### src/rtl/dmem_pkg.sv
// Shared definitions for the data-memory access sequencer: RV32I size
// encodings, FSM states and base byte-enable patterns.
package dmem_pkg;

  localparam logic [2:0] F3_LB  = 3'b000;
  localparam logic [2:0] F3_LH  = 3'b001;
  localparam logic [2:0] F3_LW  = 3'b010;
  localparam logic [2:0] F3_LBU = 3'b100;
  localparam logic [2:0] F3_LHU = 3'b101;

  // Stores reuse the signed-load encodings for their sizes.
  localparam logic [2:0] F3_SB = F3_LB;
  localparam logic [2:0] F3_SH = F3_LH;
  localparam logic [2:0] F3_SW = F3_LW;

  localparam logic [3:0] MASK_B = 4'b0001;
  localparam logic [3:0] MASK_H = 4'b0011;
  localparam logic [3:0] MASK_W = 4'b1111;

  typedef enum logic [1:0] {
    ST_IDLE,
    ST_ISSUE,
    ST_WAIT,
    ST_RESP
  } state_t;

endpackage

### src/rtl/dmem_lane_align.sv
// Combinational lane logic: byte enables, replicated store data,
// legality/alignment checks and extraction of sign/zero-extended load data.
module dmem_lane_align
  import dmem_pkg::*;
(
  input  logic [2:0]  funct3,
  input  logic        wen,
  input  logic [1:0]  addr_lo,
  input  logic [31:0] wdata,
  input  logic [31:0] rdata,
  output logic [3:0]  mask,
  output logic [31:0] wdata_lane,
  output logic        misaligned,
  output logic        illegal,
  output logic [31:0] load_data
);

  logic [15:0] lane;

  assign lane = 16'(rdata >> {addr_lo, 3'b000});

  always_comb begin
    // NOTE: every output gets a default first so no path leaves it unassigned (no latch).
    mask       = '0;
    wdata_lane = '0;
    misaligned = 1'b0;
    illegal    = 1'b0;
    unique case (funct3)
      F3_LB, F3_LBU: begin
        mask       = MASK_B << addr_lo;
        wdata_lane = {4{wdata[7:0]}};
        illegal    = wen && (funct3 == F3_LBU);
      end
      F3_LH, F3_LHU: begin
        mask       = MASK_H << addr_lo;
        wdata_lane = {2{wdata[15:0]}};
        misaligned = addr_lo[0];
        illegal    = wen && (funct3 == F3_LHU);
      end
      F3_LW: begin
        mask       = MASK_W;
        wdata_lane = wdata;
        misaligned = |addr_lo;
      end
      default: illegal = 1'b1;
    endcase
  end

  always_comb begin
    load_data = '0;
    unique case (funct3)
      F3_LB:   load_data = {{24{lane[7]}}, lane[7:0]};
      F3_LBU:  load_data = {24'h0, lane[7:0]};
      F3_LH:   load_data = {{16{lane[15]}}, lane};
      F3_LHU:  load_data = {16'h0, lane};
      F3_LW:   load_data = rdata;
      default: load_data = '0;
    endcase
  end

endmodule

### src/rtl/dmem_access_ctrl.sv
// Multi-cycle load/store sequencer between the MEM stage and the data
// memory: one request at a time, pipeline stall, timeout and fault reporting.
module dmem_access_ctrl
  import dmem_pkg::*;
#(
  parameter int TIMEOUT_CYCLES = 255,
  parameter int CNT_W          = 8
) (
  input  logic        clk,
  input  logic        rst_n,
  input  logic        i_req_valid,
  input  logic        i_req_wen,
  input  logic [2:0]  i_req_funct3,
  input  logic [31:0] i_req_addr,
  input  logic [31:0] i_req_wdata,
  output logic        o_req_ready,
  output logic        o_stall,
  output logic        o_resp_valid,
  output logic [31:0] o_resp_rdata,
  output logic        o_fault,
  output logic [31:0] o_dmem_addr,
  output logic        o_dmem_ren,
  output logic        o_dmem_wen,
  output logic [31:0] o_dmem_wdata,
  output logic [3:0]  o_dmem_mask,
  input  logic        i_dmem_ready,
  input  logic        i_dmem_valid,
  input  logic [31:0] i_dmem_rdata
);

  state_t            state_q, state_d;
  logic              wen_q, fault_q;
  logic [2:0]        f3_q;
  logic [31:0]       addr_q, wdata_q, rdata_q;
  logic [CNT_W-1:0]  cnt_q;

  logic              in_idle, timeout, req_bad;
  logic              al_wen, al_misaligned, al_illegal;
  logic [2:0]        al_f3;
  logic [1:0]        al_addr;
  logic [31:0]       al_wdata, al_wdata_lane, al_load;
  logic [3:0]        al_mask;

  assign in_idle = (state_q == ST_IDLE);
  assign timeout = (cnt_q == CNT_W'(TIMEOUT_CYCLES - 1));

  // In IDLE the checker looks at the incoming request so a bad one never reaches ISSUE.
  assign al_wen   = in_idle ? i_req_wen         : wen_q;
  assign al_f3    = in_idle ? i_req_funct3      : f3_q;
  assign al_addr  = in_idle ? i_req_addr[1:0]   : addr_q[1:0];
  assign al_wdata = in_idle ? i_req_wdata       : wdata_q;
  assign req_bad  = al_misaligned | al_illegal;

  dmem_lane_align u_align (
    .funct3     (al_f3),
    .wen        (al_wen),
    .addr_lo    (al_addr),
    .wdata      (al_wdata),
    .rdata      (i_dmem_rdata),
    .mask       (al_mask),
    .wdata_lane (al_wdata_lane),
    .misaligned (al_misaligned),
    .illegal    (al_illegal),
    .load_data  (al_load)
  );

  always_ff @(posedge clk or negedge rst_n) begin
    // NOTE: sequential state uses non-blocking assignments so all registers update together.
    if (!rst_n) state_q <= ST_IDLE;
    else        state_q <= state_d;
  end

  always_comb begin
    state_d = state_q;
    unique case (state_q)
      ST_IDLE:  if (i_req_valid) state_d = req_bad ? ST_RESP : ST_ISSUE;
      ST_ISSUE: begin
        if (i_dmem_ready) state_d = wen_q ? ST_RESP : ST_WAIT;
        else if (timeout) state_d = ST_RESP;
      end
      ST_WAIT:  if (i_dmem_valid || timeout) state_d = ST_RESP;
      ST_RESP:  state_d = ST_IDLE;
      default:  state_d = ST_IDLE;
    endcase
  end

  always_ff @(posedge clk or negedge rst_n) begin
    if (!rst_n) begin
      wen_q   <= 1'b0;
      f3_q    <= '0;
      addr_q  <= '0;
      wdata_q <= '0;
      rdata_q <= '0;
      fault_q <= 1'b0;
      cnt_q   <= '0;
    end else begin
      unique case (state_q)
        ST_IDLE: if (i_req_valid) begin
          wen_q   <= i_req_wen;
          f3_q    <= i_req_funct3;
          addr_q  <= i_req_addr;
          wdata_q <= i_req_wdata;
          fault_q <= req_bad;
          rdata_q <= '0;
          cnt_q   <= '0;
        end
        ST_ISSUE: begin
          cnt_q <= cnt_q + 1'b1;
          if (!i_dmem_ready && timeout) fault_q <= 1'b1;
        end
        ST_WAIT: begin
          cnt_q <= cnt_q + 1'b1;
          if (i_dmem_valid) rdata_q <= al_load;
          else if (timeout) fault_q <= 1'b1;
        end
        default: ;
      endcase
    end
  end

  always_comb begin
    o_req_ready  = in_idle;
    o_stall      = (in_idle && i_req_valid) || (state_q == ST_ISSUE) || (state_q == ST_WAIT);
    o_resp_valid = (state_q == ST_RESP);
    o_fault      = (state_q == ST_RESP) && fault_q;
    o_resp_rdata = (state_q == ST_RESP) ? rdata_q : '0;
    o_dmem_ren   = 1'b0;
    o_dmem_wen   = 1'b0;
    o_dmem_addr  = '0;
    o_dmem_wdata = '0;
    o_dmem_mask  = '0;
    if (state_q == ST_ISSUE) begin
      o_dmem_ren   = ~wen_q;
      o_dmem_wen   = wen_q;
      o_dmem_addr  = {addr_q[31:2], 2'b00};
      o_dmem_wdata = al_wdata_lane;
      o_dmem_mask  = al_mask;
    end
  end

endmodule

### config.mk
export PLATFORM = sky130hd
export DESIGN_NAME = dmem_access_ctrl
export DESIGN_NICKNAME = d
export VERILOG_FILES = /design/src/rtl/dmem_pkg.sv /design/src/rtl/dmem_lane_align.sv /design/src/rtl/dmem_access_ctrl.sv
export SDC_FILE = /design/constraint.sdc
export NUM_CORES = 1
export LEC_CHECK = 0
export CAP_MARGIN = 25
export CORE_UTILIZATION = 47
export DETAILED_ROUTE_END_ITERATION = 8
export PLACE_DENSITY = 0.81
export SETUP_SLACK_MARGIN = 0.15
export SLEW_MARGIN = 40
export SYNTH_ARGS = -nofsm -noshare
export SYNTH_HDL_FRONTEND = slang
export SYNTH_SLANG_ARGS = --single-unit
### constraint.sdc
create_clock -name clk -period 3.3 [get_ports clk]
set_input_delay 0.495 -clock clk [delete_from_list [all_inputs] [get_ports clk]]
set_output_delay 0.495 -clock clk [all_outputs]
set_load 0.02 [all_outputs]
==> impl_metrics.json, run 1 <==
{
  "grt_util_met1": 0.363,
  "syn_to_final_growth_pct": 40.0,
  "synth_top_area_cell": "dfrtp_1",
  "drive_gt1_frac": 0.178,
  "cp_data_arrival_time_ns": 2.55,
  "dp.cells": 1032,
  "reg2reg_depth": 8,
  "grtUsageMet2": 0.466,
  "switchingPower_w": 0.00393,
  "hp-class": "in -> async",
  "root_buffer": "clkbuf_16",
  "intPower_w": 0.00505,
  "syn_inst": 670,
  "clock_latency_ns": 0.36,
  "routabilityCongestion": 0.960,
  "max_slew_margin": 0.531,
  "final_common_cell": "clkdlybuf4s50_1",
  "yosysWarningCount": 0,
  "yosysTopAreaCellShare": 0.420,
  "netlist_area_mm2": 0.00661,
  "postCtsHoldBufs": 0,
  "die_area_mm2": 0.0146,
  "rows": 42,
  "path_clk_slew_ns": 0.08,
  "dp_hpwl_um": 14700,
  "n_fill_cell": 1004,
  "powerDensity_mw_per_mm2": 970,
  "vias_per_cell": 5.85,
  "boundaryPins": 211,
  "drtPass1Iterations": 5,
  "critPathBufInv": 5,
  "dieHeight_um": 121,
  "crit_type": "reg -> out",
  "finalCritPeriodShare": 0.922,
  "grt_max_degree": 69,
  "port_buffers": 208,
  "top_usage_layer": "met2",
  "seqPwrFrac": 0.267,
  "synth_edf_count": 0,
  "worst_pin_slew_ns": 0.699,
  "power_frac_comb": 0.617,
  "final-seq-area_mm2": 0.00278,
  "grt_pass1_vias": 6234,
  "switching_share": 0.438,
  "synth_flop_cell": "dfrtp_1",
  "drv_cap": 0,
  "ant_nets": 0,
  "critPathMostFrequentCell": "inv_1",
  "final_util": 0.685,
  "start_util": 0.490,
  "vias": 6162,
  "slowest_stage": "dfrtp_1",
  "cts.sinks": 111,
  "grt_usage": 0.286,
  "tns_ns": 0,
  "syn_area_per_cell_um2": 9.87,
  "synth-seq-area-share": 0.420,
  "worstSetupPathDepth": 9,
  "slew_viol_final": 0,
  "hold_viol": 0,
  "overflow": 0,
  "rsz0062_at_grt": "false",
  "drt_iter0_drc": 628,
  "die_x_um": 121,
  "numCtsBuffers": 9,
  "fp.coreArea_mm2": 0.0135,
  "fmax_mhz": 329,
  "multi_input_area_mm2": 0.00359,
  "pwr-share-clk": 0.116,
  "cp-start-kind": "register",
  "finalNonFillerCells": 1053,
  "wl_per_cell_um": 19.2,
  "drc": 0,
  "synth_cell_types": 55,
  "cts_max_path_buffers": 2,
  "antenna_found_initial": 1,
  "cts_tree": "built",
  "finalSetupViolCount": 0,
  "fin_ws_ns": 0.256,
  "ir_drop_mv": 0.515,
  "crit_chain": "inv_1 -> ha_4 -> buf_12 -> inv_1 -> o31ai_1 -> buf_4 -> nand2_1 -> a21oi_1 -> clkdlybuf4s15_1",
  "fin_hold_ws_ns": 0.181,
  "status": "completed",
  "layout_common_cells": "clkdlybuf4s50_1, dfrtp_1, mux2_2",
  "synth_seq_cells": 111,
  "yosys-top-cells-area": "dfrtp_1, mux2_2, and2_1, mux2i_1, nand2_1",
  "finClkSkew_ns": 0.00772,
  "cp.required_ns": 2.80,
  "pre_cts_ws_ns": 0.192,
  "htreeDepth": 3,
  "met3_usage": 0.0679,
  "p_leak_nw": 4.09,
  "crit_family": "buffers and inverters",
  "fin_crit_ns": 3.04,
  "nets": 982,
  "max_stage_delay_ns": 0.42,
  "critPathCaptureType": "output port",
  "crit_path_max_fanout": 21,
  "grt_pass1_wl_um": 32400,
  "wirelength_um": 20300,
  "synthArstFlopShare": 1.00
}
[worst paths after layout]
kind / from / to / slack [ns]
max in group asynchronous: rst_n / cnt_q[2] / 2.32
setup reg to reg: state_q[1] / rdata_q[31] / 0.58
hold reg to reg: rdata_q[5] / rdata_q[5] / 0.49
hold / removal: rst_n / addr_q[30] / 0.18
setup / recovery: state_q[1] / o_dmem_wdata[25] / 0.26
min in group clk: rdata_q[5] / rdata_q[5] / 0.49
[power by group through the flow]
stage	Clock [W]	Sequential, W	Combinational (W)
floorplan	0	0.00227	0.00359
global placement	0	0.00235	0.00538
detailed placement	0	0.00240	0.00550
CTS	0.00106	0.00238	0.00551
global route	0.00110	0.00248	0.00596
finish	0.00104	0.00240	0.00554
[stage by stage]
step / total power, W / cell area [um^2]
5_1_grt: 0.00954 / 9260
2_1_floorplan: 0.00586 / 6620
4_1_cts: 0.00895 / 9210
3_3_place_gp: 0.00773 / 8920
6_report: 0.00898 / 9260
3_5_place_dp: 0.00790 / 8920
[Yosys cell counts, types with 2 or more instances]
cell / number
a211oi_1: 2
a21o_1: 2
a21oi_1: 38
a221o_1: 16
a22oi_1: 6
a31oi_1: 3
a32oi_1: 18
and2_1: 67
and3_1: 7
buf_1: 5
buf_2: 15
buf_4: 5
buf_6: 3
clkbuf_1: 23
dfrtp_1: 111
ha_1: 6
inv_1: 13
mux2_2: 81
mux2i_1: 30
nand2_1: 53
nand2b_1: 4
nand3_1: 5
nand4_1: 5
nor2_1: 48
nor2b_1: 4
nor3_1: 4
nor3b_1: 3
nor4b_1: 2
o211ai_1: 5
o21a_1: 3
o21ai_0: 26
o21ai_1: 5
o221ai_1: 9
o22ai_1: 9
o311ai_0: 7
or2_2: 7
or3_1: 2
[area by class of cell]
class / count / share of cell area
Clock buffer: 10 / 0.0247
Tap cell: 176 / 0.0238
Multi-Input combinational cell: 496 / 0.387
Clock inverter: 6 / 0.00487
Sequential cell: 111 / 0.300
Timing Repair Buffer: 240 / 0.254
Antenna cell: 1 / 0.000270
Inverter: 13 / 0.00527
[registers in the layout, indices dropped and copies added, names as in the netlist]
| name | count |
|---|---|
| f3_q | 3 |
| cnt_q | 8 |
| state_q | 2 |
| wen_q | 1 |
| rdata_q | 32 |
| fault_q | 1 |
| wdata_q | 32 |
| addr_q | 32 |
[cells by family after synthesis]
kind of cell,after synthesis,synth area share
simple gates,215,0.166
xor+xnor,1,0.00132
flops,111,0.420
mux,113,0.188
fa+ha+maj,6,0.0114
buf+inv,64,0.0454
compound gates,159,0.168
other cells,1,0.000567
[per-layer routing]
metal / vias up / part of all wire
met5: - / 0
li1: 2829 / -
met2: 339 / 0.47
met4: 0 / 0.031
met1: 2944 / 0.41
met3: 50 / 0.089
[repair_timing]
| item | CTS | global route |
|---|---|---|
| gates cloned | 0 | 0 |
| pin swaps | 1 | 0 |
| endpoints found under the setup margin | 35 | 22 |
| setup buffers | 3 | 1 |
| gates resized for setup | 27 | 27 |
Power figures use the tool's default switching activity.
==> run 2, diff against run 1 <==
REMOVE_ABC_BUFFERS = 1   (was unset)
==> run 2 against run 1 <==
Critical path depth unchanged. Register-to-register slack better by 0.04 ns. Non-clock buffer count up 4. Utilization up 0.50 points. Largest cell class unchanged. Largest power group unchanged. Count of clock-buffer cells in the layout up 1.
==> impl_metrics.json, run 2 (synthesis gave the netlist of run 1 again) <==
{
  "finalSetupViolCount": 0,
  "drtPass1Iterations": 5,
  "final_area_mm2": 0.00933,
  "root_buffer": "clkbuf_16",
  "max_slew_margin": 0.513,
  "finClkSkew_ns": 0.00864,
  "routabilityCongestion": 0.854,
  "die_area_mm2": 0.0146,
  "cts_max_path_buffers": 2,
  "slowest_stage": "dfrtp_1",
  "ir_drop_mv": 0.525,
  "dieHeight_um": 121,
  "vias_per_cell": 5.88,
  "wirelength_um": 19300,
  "hold_viol": 0,
  "cp_data_arrival_time_ns": 2.51,
  "layout_common_cells": "clkdlybuf4s50_1, dfrtp_1, mux2_2",
  "fmax_mhz": 332,
  "die_x_um": 121,
  "rsz0062_at_grt": "false",
  "crit_path_max_fanout": 16,
  "wl_per_cell_um": 18.3,
  "power_w": 0.00911,
  "cts_tree": "built",
  "port_buffers": 208,
  "ant_nets": 0,
  "worst_pin_slew_ns": 0.729,
  "rows": 42,
  "boundaryPins": 211,
  "p_leak_nw": 4.08,
  "fin_ws_ns": 0.291,
  "finalCritPeriodShare": 0.912,
  "r2r-start": "state_q[0]",
  "syn_to_final_growth_pct": 41.0,
  "start_util": 0.490,
  "max_stage_delay_ns": 0.41,
  "nets": 986,
  "finalNonFillerCells": 1056,
  "grt_max_degree": 61,
  "pre_cts_ws_ns": 0.138,
  "crit_family": "buffers and inverters",
  "vias": 6213,
  "path_clk_slew_ns": 0.08,
  "drc": 0,
  "r2r_end": "wdata_q[6]",
  "critPathCaptureType": "output port",
  "drv_cap": 0,
  "overflow": 0,
  "drt_iter0_drc": 700,
  "htreeDepth": 3,
  "fin_crit_ns": 3.01,
  "hp-class": "in -> async",
  "dp.cells": 1036,
  "cts.sinks": 111,
  "dp_hpwl_um": 13900,
  "slew_viol_final": 0,
  "diodes": 0,
  "critPathBufInv": 4,
  "rrSetupSlack_ns": 0.62,
  "crit_type": "reg -> out",
  "placed_area_mm2": 0.00895,
  "crit_chain": "inv_1 -> ha_4 -> buf_6 -> a31oi_1 -> buf_4 -> nor2_1 -> a21oi_1 -> a21oi_1 -> dlygate4sd2_1",
  "antenna_found_initial": 0,
  "reg_top3": "addr_q x32, rdata_q x32, wdata_q x32",
  "postCtsHoldBufs": 0,
  "final_common_cell": "clkdlybuf4s50_1",
  "reg2reg_depth": 8,
  "drive_gt1_frac": 0.177,
  "status": "completed",
  "clock_latency_ns": 0.36,
  "cp-start-kind": "register",
  "fp.coreArea_mm2": 0.0135,
  "critPathMostFrequentCell": "a21oi_1",
  "grt_pass1_wl_um": 30900,
  "grt_pass1_vias": 6203,
  "grt_usage": 0.268,
  "powerDensity_mw_per_mm2": 977,
  "cp.required_ns": 2.80,
  "numCtsBuffers": 9
}
[run 2: cell types whose count changed in the layout (fill, tap and decap cells not counted), sizes merged]
cell and delta:
dlymetal6s2s -6, bufinv +2, clkdlybuf4s15 -3, buf +3, inv -1, diode -1, clkinvlp -1, clkbuf -2
dlygate4sd2 +13, clkinv -1
[run 2: metrics by stage]
step	hold slack, ns	setup TNS, ns	util
after floorplan	0.199	-239.31	-
after detailed placement	0.471	0	0.663
after global routing	0.239	0	0.690
after CTS	0.197	0	0.688
after global placement	0.463	0	0.663
final	0.179	0	0.690
[run 2: area by class of cell]
type,instances,area [um^2]
flip-flops and latches,111,2780
well taps,176,220
fillers,1001,4180
multi-input cells,496,3590
repair buffers,244,2360
inverters,13,48.8
clock inverters,5,80.1
clock buffers,11,253
[run 2: routing by layer]
layer,part of all wire,wire length [um],vias to the layer above,global-route usage
met5,0,0,-,0
met4,0.025,479,0,0.110
met3,0.080,1550,45,0.0575
met2,0.48,9230,318,0.447
met1,0.42,8080,3008,0.337
li1,-,-,2842,-
[run 2: worst max-delay path by stage]
stage	start	endpoint	slack, ns	cells after the start
floorplan	state_q[0]	o_stall	-2.15	4
global placement	i_req_funct3[1]	o_dmem_wdata[8]	0.23	7
detailed placement	state_q[0]	o_dmem_wdata[25]	0.14	9
CTS	state_q[0]	o_dmem_wdata[26]	0.04	9
global route	state_q[0]	o_dmem_wdata[28]	0.17	9
finish	state_q[0]	o_dmem_wdata[28]	0.29	9
[run 2: worst register-to-register path: stages, from the launching register on]
cell and delay (ns):
dfrtp_1 0.39, inv_1 0.12, ha_4 0.24, buf_6 0.20, buf_4 0.19, nand2_2 0.07, buf_4 0.47, buf_4 0.48
mux2_2 0.41
[run 2: where the power goes]
part / total (W) / internal, W / switching (W)
Clock: 0.00122 / 0.000706 / 0.000515
Combinational: 0.00550 / 0.00252 / 0.00298
Sequential: 0.00239 / 0.00201 / 0.000388
[run 2: what timing repair did]
action | in CTS | in global routing
setup buffers | 3 | 1
pin swaps | 1 | 1
gates resized for setup | 34 | 13
setup endpoints to repair | 37 | 21
==> run 3, diff against run 2 <==
SLEW_MARGIN = 30   (was 40)
==> results of run 3 <==
The final DEF is identical to that of run 2; final timing and power are the same.
